<file path="src/rtl/ifu_fetch_pkg.sv">
// Shared types for the instruction fetch unit.
// Reset PC, nop encoding and FSM state encoding.
package ifu_fetch_pkg;

  localparam logic [31:0] DEF_RESET_PC = 32'h8000_0000;
  localparam logic [31:0] NOP_INST     = 32'h0000_0013;

  localparam logic [2:0] ST_REQ   = 3'd0;
  localparam logic [2:0] ST_WAIT  = 3'd1;
  localparam logic [2:0] ST_HOLD  = 3'd2;
  localparam logic [2:0] ST_DROP  = 3'd3;
  localparam logic [2:0] ST_FAULT = 3'd4;

  typedef enum logic [2:0] {
    S_REQ   = ST_REQ,
    S_WAIT  = ST_WAIT,
    S_HOLD  = ST_HOLD,
    S_DROP  = ST_DROP,
    S_FAULT = ST_FAULT
  } state_e;

  function automatic logic misaligned(input logic [31:0] a);
    return |a[1:0];
  endfunction

endpackage

</file>
<file path="src/rtl/ifu_fetch_if.sv">
// Fetch unit bus: imem request/response, decoder
// handshake, redirect input and fault flag.
interface ifu_fetch_if;
  logic        imem_req_valid;
  logic        imem_req_ready;
  logic [31:0] imem_req_addr;
  logic        imem_rsp_valid;
  logic [31:0] imem_rsp_data;
  logic        imem_rsp_err;
  logic        inst_valid;
  logic        inst_ready;
  logic [31:0] inst;
  logic [31:0] inst_pc;
  logic        redirect_valid;
  logic [31:0] redirect_pc;
  logic        fetch_fault;

  modport master (
    output imem_req_valid, imem_req_addr,
    output inst_valid, inst, inst_pc,
    output fetch_fault,
    input  imem_req_ready, imem_rsp_valid,
    input  imem_rsp_data, imem_rsp_err,
    input  inst_ready,
    input  redirect_valid, redirect_pc
  );

  modport slave (
    input  imem_req_valid, imem_req_addr,
    input  inst_valid, inst, inst_pc,
    input  fetch_fault,
    output imem_req_ready, imem_rsp_valid,
    output imem_rsp_data, imem_rsp_err,
    output inst_ready,
    output redirect_valid, redirect_pc
  );
endinterface

</file>
<file path="src/rtl/ifu_pc_reg.sv">
// Program counter register with load and +4.
// Load wins over increment; wraps modulo 2^32.
module ifu_pc_reg #(
  parameter logic [31:0] RESET_PC = 32'h8000_0000
) (
  input  logic        clk,
  input  logic        rst,
  input  logic        load_i,
  input  logic [31:0] load_pc_i,
  input  logic        inc_i,
  output logic [31:0] pc_o
);

  logic [31:0] pc_q;
  logic [31:0] pc_d;

  // Next PC: redirect load, sequential step, or hold.
  always_comb begin
    pc_d = pc_q;
    if (load_i)     pc_d = load_pc_i;
    else if (inc_i) pc_d = pc_q + 32'd4;
  end

  // PC register with synchronous reset.
  always_ff @(posedge clk) begin
    if (rst) pc_q <= RESET_PC;
    else     pc_q <= pc_d;
  end

  assign pc_o = pc_q;

endmodule

</file>
<file path="src/rtl/ifu_fetch.sv">
// Instruction fetch unit: one outstanding fetch,
// redirect handling and sticky access fault.
module ifu_fetch
  import ifu_fetch_pkg::*;
#(
  parameter logic [31:0] RESET_PC = DEF_RESET_PC
) (
  input  logic        clk,
  input  logic        rst,
  ifu_fetch_if.master bus
);

  state_e      state_q;
  state_e      state_d;
  logic [31:0] inst_q;
  logic [31:0] inst_d;
  logic [31:0] ipc_q;
  logic [31:0] ipc_d;
  logic [31:0] pc;
  logic        pc_ld;
  logic        pc_inc;
  logic        redir;
  logic        bad;

  assign redir = bus.redirect_valid;
  assign bad   = misaligned(bus.redirect_pc);

  ifu_pc_reg #(.RESET_PC(RESET_PC)) u_pc (
    .clk       (clk),
    .rst       (rst),
    .load_i    (pc_ld),
    .load_pc_i (bus.redirect_pc),
    .inc_i     (pc_inc),
    .pc_o      (pc)
  );

  // State, presented instruction and its PC.
  always_ff @(posedge clk) begin
    if (rst) begin
      state_q <= S_REQ;
      inst_q  <= NOP_INST;
      ipc_q   <= RESET_PC;
    end else begin
      state_q <= state_d;
      inst_q  <= inst_d;
      ipc_q   <= ipc_d;
    end
  end

  // Next state; a redirect beats every other event,
  // and a misaligned target ends in FAULT.
  always_comb begin
    state_d = state_q;
    inst_d  = inst_q;
    ipc_d   = ipc_q;
    pc_ld   = 1'b0;
    pc_inc  = 1'b0;
    unique case (state_q)
      S_REQ: begin
        if (redir) begin
          pc_ld = !bad;
          if (bad)
            state_d = S_FAULT;
          else if (bus.imem_req_ready)
            state_d = S_DROP;
        end else if (bus.imem_req_ready) begin
          state_d = S_WAIT;
        end
      end
      S_WAIT: begin
        if (redir) begin
          pc_ld = !bad;
          if (bad)
            state_d = S_FAULT;
          else if (bus.imem_rsp_valid)
            state_d = S_REQ;
          else
            state_d = S_DROP;
        end else if (bus.imem_rsp_valid) begin
          if (bus.imem_rsp_err) begin
            state_d = S_FAULT;
          end else begin
            inst_d  = bus.imem_rsp_data;
            ipc_d   = pc;
            state_d = S_HOLD;
          end
        end
      end
      S_HOLD: begin
        if (redir) begin
          pc_ld   = !bad;
          state_d = bad ? S_FAULT : S_REQ;
        end else if (bus.inst_ready) begin
          pc_inc  = 1'b1;
          state_d = S_REQ;
        end
      end
      S_DROP: begin
        if (redir) begin
          pc_ld = !bad;
          if (bad)
            state_d = S_FAULT;
          else if (bus.imem_rsp_valid)
            state_d = S_REQ;
        end else if (bus.imem_rsp_valid) begin
          state_d = S_REQ;
        end
      end
      S_FAULT: state_d = S_FAULT;
      default: state_d = S_FAULT;
    endcase
  end

  assign bus.imem_req_valid = (state_q == S_REQ);
  assign bus.imem_req_addr  = pc;
  assign bus.inst_valid     = (state_q == S_HOLD);
  assign bus.inst           = inst_q;
  assign bus.inst_pc        = ipc_q;
  assign bus.fetch_fault    = (state_q == S_FAULT);

endmodule

</file>
<file path="src/flat_wrapper.sv">
// flat-port wrapper written by rule: the top's interface ports become plain ports
module ifu_fetch_flat import ifu_fetch_pkg::*;
#(
  parameter logic [31:0] RESET_PC = DEF_RESET_PC
)
  (clk, rst, bus_imem_req_valid, bus_imem_req_addr, bus_inst_valid, bus_inst, bus_inst_pc, bus_fetch_fault, bus_imem_req_ready, bus_imem_rsp_valid, bus_imem_rsp_data, bus_imem_rsp_err, bus_inst_ready, bus_redirect_valid, bus_redirect_pc);
  ifu_fetch_if bus_i ();
  input  logic clk;
  input  logic rst;
  output wire logic [$bits(bus_i.imem_req_valid)-1:0] bus_imem_req_valid;
  output wire logic [$bits(bus_i.imem_req_addr)-1:0] bus_imem_req_addr;
  output wire logic [$bits(bus_i.inst_valid)-1:0] bus_inst_valid;
  output wire logic [$bits(bus_i.inst)-1:0] bus_inst;
  output wire logic [$bits(bus_i.inst_pc)-1:0] bus_inst_pc;
  output wire logic [$bits(bus_i.fetch_fault)-1:0] bus_fetch_fault;
  input wire logic [$bits(bus_i.imem_req_ready)-1:0] bus_imem_req_ready;
  input wire logic [$bits(bus_i.imem_rsp_valid)-1:0] bus_imem_rsp_valid;
  input wire logic [$bits(bus_i.imem_rsp_data)-1:0] bus_imem_rsp_data;
  input wire logic [$bits(bus_i.imem_rsp_err)-1:0] bus_imem_rsp_err;
  input wire logic [$bits(bus_i.inst_ready)-1:0] bus_inst_ready;
  input wire logic [$bits(bus_i.redirect_valid)-1:0] bus_redirect_valid;
  input wire logic [$bits(bus_i.redirect_pc)-1:0] bus_redirect_pc;
  assign bus_imem_req_valid = bus_i.imem_req_valid;
  assign bus_imem_req_addr = bus_i.imem_req_addr;
  assign bus_inst_valid = bus_i.inst_valid;
  assign bus_inst = bus_i.inst;
  assign bus_inst_pc = bus_i.inst_pc;
  assign bus_fetch_fault = bus_i.fetch_fault;
  assign bus_i.imem_req_ready = bus_imem_req_ready;
  assign bus_i.imem_rsp_valid = bus_imem_rsp_valid;
  assign bus_i.imem_rsp_data = bus_imem_rsp_data;
  assign bus_i.imem_rsp_err = bus_imem_rsp_err;
  assign bus_i.inst_ready = bus_inst_ready;
  assign bus_i.redirect_valid = bus_redirect_valid;
  assign bus_i.redirect_pc = bus_redirect_pc;
  ifu_fetch #(.RESET_PC(RESET_PC)) u_core (.clk(clk), .rst(rst), .bus(bus_i));
endmodule
</file>
<file path="config.mk">
export PLATFORM = sky130hd
export DESIGN_NAME = ifu_fetch_flat
export DESIGN_NICKNAME = d
export VERILOG_FILES = /design/src/rtl/ifu_fetch_pkg.sv /design/src/rtl/ifu_fetch_if.sv /design/src/rtl/ifu_pc_reg.sv /design/src/rtl/ifu_fetch.sv /design/src/flat_wrapper.sv
export SDC_FILE = /design/constraint.sdc
export NUM_CORES = 1
export LEC_CHECK = 0
export BUFFER_PORTS_ARGS = -buffer_cell sky130_fd_sc_hd__buf_2
export CORE_ASPECT_RATIO = 1.2
export CORE_MARGIN = 2
export CORE_UTILIZATION = 44
export CTS_BUF_LIST = sky130_fd_sc_hd__clkbuf_4 sky130_fd_sc_hd__clkbuf_8 sky130_fd_sc_hd__clkbuf_16
export DETAILED_ROUTE_END_ITERATION = 12
export PLACE_DENSITY = 0.73
export SLEW_MARGIN = 20
export SYNTH_ARGS = -nofsm -noshare
export SYNTH_HDL_FRONTEND = slang
export SYNTH_SLANG_ARGS = --single-unit
</file>
<file path="constraint.sdc">
create_clock -name clk -period 2 [get_ports clk]
set_input_delay 0.3 -clock clk [delete_from_list [all_inputs] [get_ports clk]]
set_output_delay 0.3 -clock clk [all_outputs]
set_load 0.05 [all_outputs]
</file>
==> impl_metrics.py <==
metrics = {
    "sta": {
        "finalHoldViolations": 0,
        "max_freq_mhz": 514.7,
        "grt_setup_unrepaired": "true",
        "slew_viol_final": 0,
        "slew-limit-headroom_pct": 62.26,
        "fin_worst_skew_ns": 0.005876,
        "min_period_ns": 1.943,
        "tightestPinTransition_ns": 0.5661,
        "fin_crit_sh_pct": 97.15,
        "setup_viol": 0,
        "whs_ns": 0.1689,
    },
    "placement": {
        "dp_hpwl_mm": 9.691,
        "io_buffers": 169,
        "place.gp.congestion": 0.8559,
        "placed_cell_area_mm2": 0.005707,
        "dp_cells": 865,
    },
    "worst_setup_path": {
        "cp_slowest_cell": "or4_1",
        "crit_fanout": 9,
        "path_cells": "or3b_4 > buf_4 > or4_1 > or4_1 > nand3_1",
        "cp.required_ns": 2.29,
        "slowest_delay_ns": 0.46,
        "end_kind": "flop",
        "r2r-end": "u_core.u_pc.pc_o[16]",
        "r2r_slack_ns": 0.06,
        "r2r_cells": 5,
        "path_class": "reg2reg",
        "r2r-start": "u_core.state_q[0]",
        "path_common_cell": "or4_1",
        "startpoint_type": "flop",
        "path_buf_inv": 1,
        "crit_family": "simple AND/OR/NAND/NOR gates",
        "arrival_ns": 2.23,
    },
    "synthesis": {
        "postSynthAreaPerCell_um2": 7.767,
        "synth_ff_type": "dfxtp_1",
        "synth_edf_count": 0,
        "ys_ff_latch": 99,
        "syn_inst": 574,
        "syn_nets": 646,
        "synth.cell_area_mm2": 0.004458,
        "synthArstFlopShare_pct": 0,
        "yosys_warnings": 0,
        "yosysSeqAreaShare_pct": 44.46,
        "yosysUniqueCellTypes": 51,
    },
    "route": {
        "drt-total-wl_mm": 13.57,
        "vias": 4900,
        "drcViolationCount": 0,
        "drtIter0Drc": 286,
        "wl_per_cell_um": 15.40,
        "avgViaCountPerCell": 5.562,
        "postRouteAntennaNets": 0,
        "first_pass_iters": 4,
    },
    "die": {
        "start_util_pct": 44.76,
        "boundaryPins": 170,
        "die_h_um": 114.3,
        "core_mm2": 0.009960,
        "die-area_mm2": 0.01096,
        "dieWidth_um": 95.89,
        "rows": 40,
    },
    "cts": {
        "clkSinkCount": 99,
        "htreeDepth": 3,
        "cts_setup_buffers": 0,
        "path_clk_slew_ns": 0.07,
        "cts_made_buffers": 9,
        "clk_latency_ns": 0.35,
        "clockBufferDepth": 2,
        "clock-root-buffer": "clkbuf_16",
        "tritoncts": "done",
    },
    "power_and_ir_drop": {
        "power_density_mw_per_mm2": 804.6,
        "vdd_drop_max_v": 0.0004662,
        "leakagePower_nw": 2.562,
    },
    "finish": {
        "final_common_cell": "buf_2",
        "design_area_mm2": 0.006068,
        "area_delta_synth_final_pct": 36.12,
        "diodes": 0,
        "stdcell_count": 881,
        "nFillCells": 905,
        "drive_above_1_share_pct": 34.97,
        "final_cell_mix": "buf_2, nand2_1, dfxtp_1",
        "fin_nets": 822,
        "seqCellArea_mm2": 0.002021,
        "multi_input_area_mm2": 0.002323,
    },
    "grt": {
        "grtUsageTotal_pct": 24.40,
        "grt_overflow_total": 0,
        "grt_pass1_vias": 4292,
        "grt_pass1_wl_mm": 20.99,
        "antenna_found_initial": 0,
        "grt_max_degree": 65,
    },
    "min_path": {
        "min-delay-path-class": "in2reg",
        "hold_end": "u_core.bus.inst[0]",
        "hold_depth": 3,
        "min_from": "bus_imem_rsp_data[0]",
    },
    "job": {
        "drv_cap": 0,
    },
    "status": {
        "run_status": "finished, final reports clean",
    },
}
[registers in the layout (all words and copies together) (netlist names)]
signal,flops
u_core.u_pc.pc_o,32
u_core.bus.inst_pc,32
u_core.state_q,3
u_core.bus.inst,32
[worst reg2reg max path, stage by stage (launching register included)]
cell and delay [ns]:
dfxtp_1 0.32, or3b_4 0.44, buf_4 0.18, or4_1 0.46
or4_1 0.40, nand3_1 0.09
[worst max path at each step]
stage | depth (start not counted) | endpoint | start
after global placement | 5 | u_core.u_pc.pc_o[16] | u_core.state_q[2]
after global routing | 6 | u_core.u_pc.pc_o[15] | u_core.state_q[1]
final | 5 | u_core.u_pc.pc_o[16] | u_core.state_q[0]
after detailed placement | 5 | u_core.u_pc.pc_o[16] | u_core.state_q[2]
after CTS | 5 | u_core.u_pc.pc_o[15] | u_core.state_q[2]
after floorplan | 7 | u_core.u_pc.pc_o[26] | u_core.u_pc.pc_o[2]
[layout make-up]
class                           instances  area share (%)
Tap cell                              126           2.598
Sequential cell                        99           33.30
Clock buffer                           11           4.247
Timing Repair Buffer                  209           19.63
Multi-Input combinational cell        425           38.29
Clock inverter                          5           1.361
Inverter                                6          0.5773
[layer usage]
| metal | GRT usage [%] | vias up | part of all wire [%] |
|---|---|---|---|
| li1 | - | 2422 | - |
| met3 | 5.727 | 23 | 8.0 |
| met2 | 38.46 | 196 | 47 |
| met1 | 32.88 | 2259 | 43 |
| met4 | 8.000 | 0 | 2.1 |
| met5 | 0 | - | 0 |
[through the flow]
step                 TNS, ns  utilization, %  total power, mW  setup WS, ns
finish                     0           60.93            4.882       0.05708
global route        -0.04471           60.93            5.079      -0.02165
CTS                        0           60.78            4.911       0.01204
detailed placement  -0.02030           57.30            2.962      -0.01522
global placement           0           57.30            2.945      0.008941
floorplan           -0.01568               -            2.673      -0.01568
[cells in the mapped netlist, types with 2 or more instances]
cell type,instances,share of area [%]
a211oi_1,9,1.5
a21oi_1,68,7.6
a311oi_1,6,1.2
a31oi_1,5,0.70
a32oi_1,6,1.2
and2_0,2,0.28
and3_1,14,2.0
and4_1,9,1.8
buf_1,6,0.51
buf_2,9,1.0
clkbuf_1,28,2.4
dfxtp_1,99,44
inv_1,5,0.42
mux2i_1,3,0.67
nand2_1,150,13
nand2b_1,2,0.28
nand3_1,20,2.2
nand4_1,7,0.98
nor2_1,16,1.3
nor2b_1,2,0.28
nor3_1,16,1.8
nor3b_1,3,0.51
nor4_1,8,1.1
nor4b_1,2,0.39
o211ai_1,4,0.67
o21ai_0,23,2.6
o311ai_0,2,0.39
o31ai_1,2,0.34
or2_2,2,0.28
or3_1,8,1.1
or4_1,13,2.2
or4b_2,2,0.45
xnor2_1,5,0.98
[report_power, final]
part	switching (mW)	internal [mW]
registers	0.0838	2.05
logic	0.532	0.267
clock network	0.765	1.19
total	1.38	3.50
[kinds of logic (layout without fill, tap and decap cells)]
logic type / Yosys count / count (layout) / share of synthesized area [%]
compound gates: 135 / 135 / 18.19
xor+xnor: 5 / 5 / 0.9823
fa+ha+maj: 1 / 1 / 0.2806
buf+inv: 50 / 231 / 4.518
flops: 99 / 99 / 44.46
mux: 3 / 3 / 0.6736
simple gates: 281 / 281 / 30.90
[what timing repair did]
item / CTS / global route
gates resized for setup: 2 / 4
pin swaps: 0 / 2
hold buffers: 0 / 0
setup endpoints to repair: 5 / 13
Note: power is estimated with default switching activity, not from simulation.
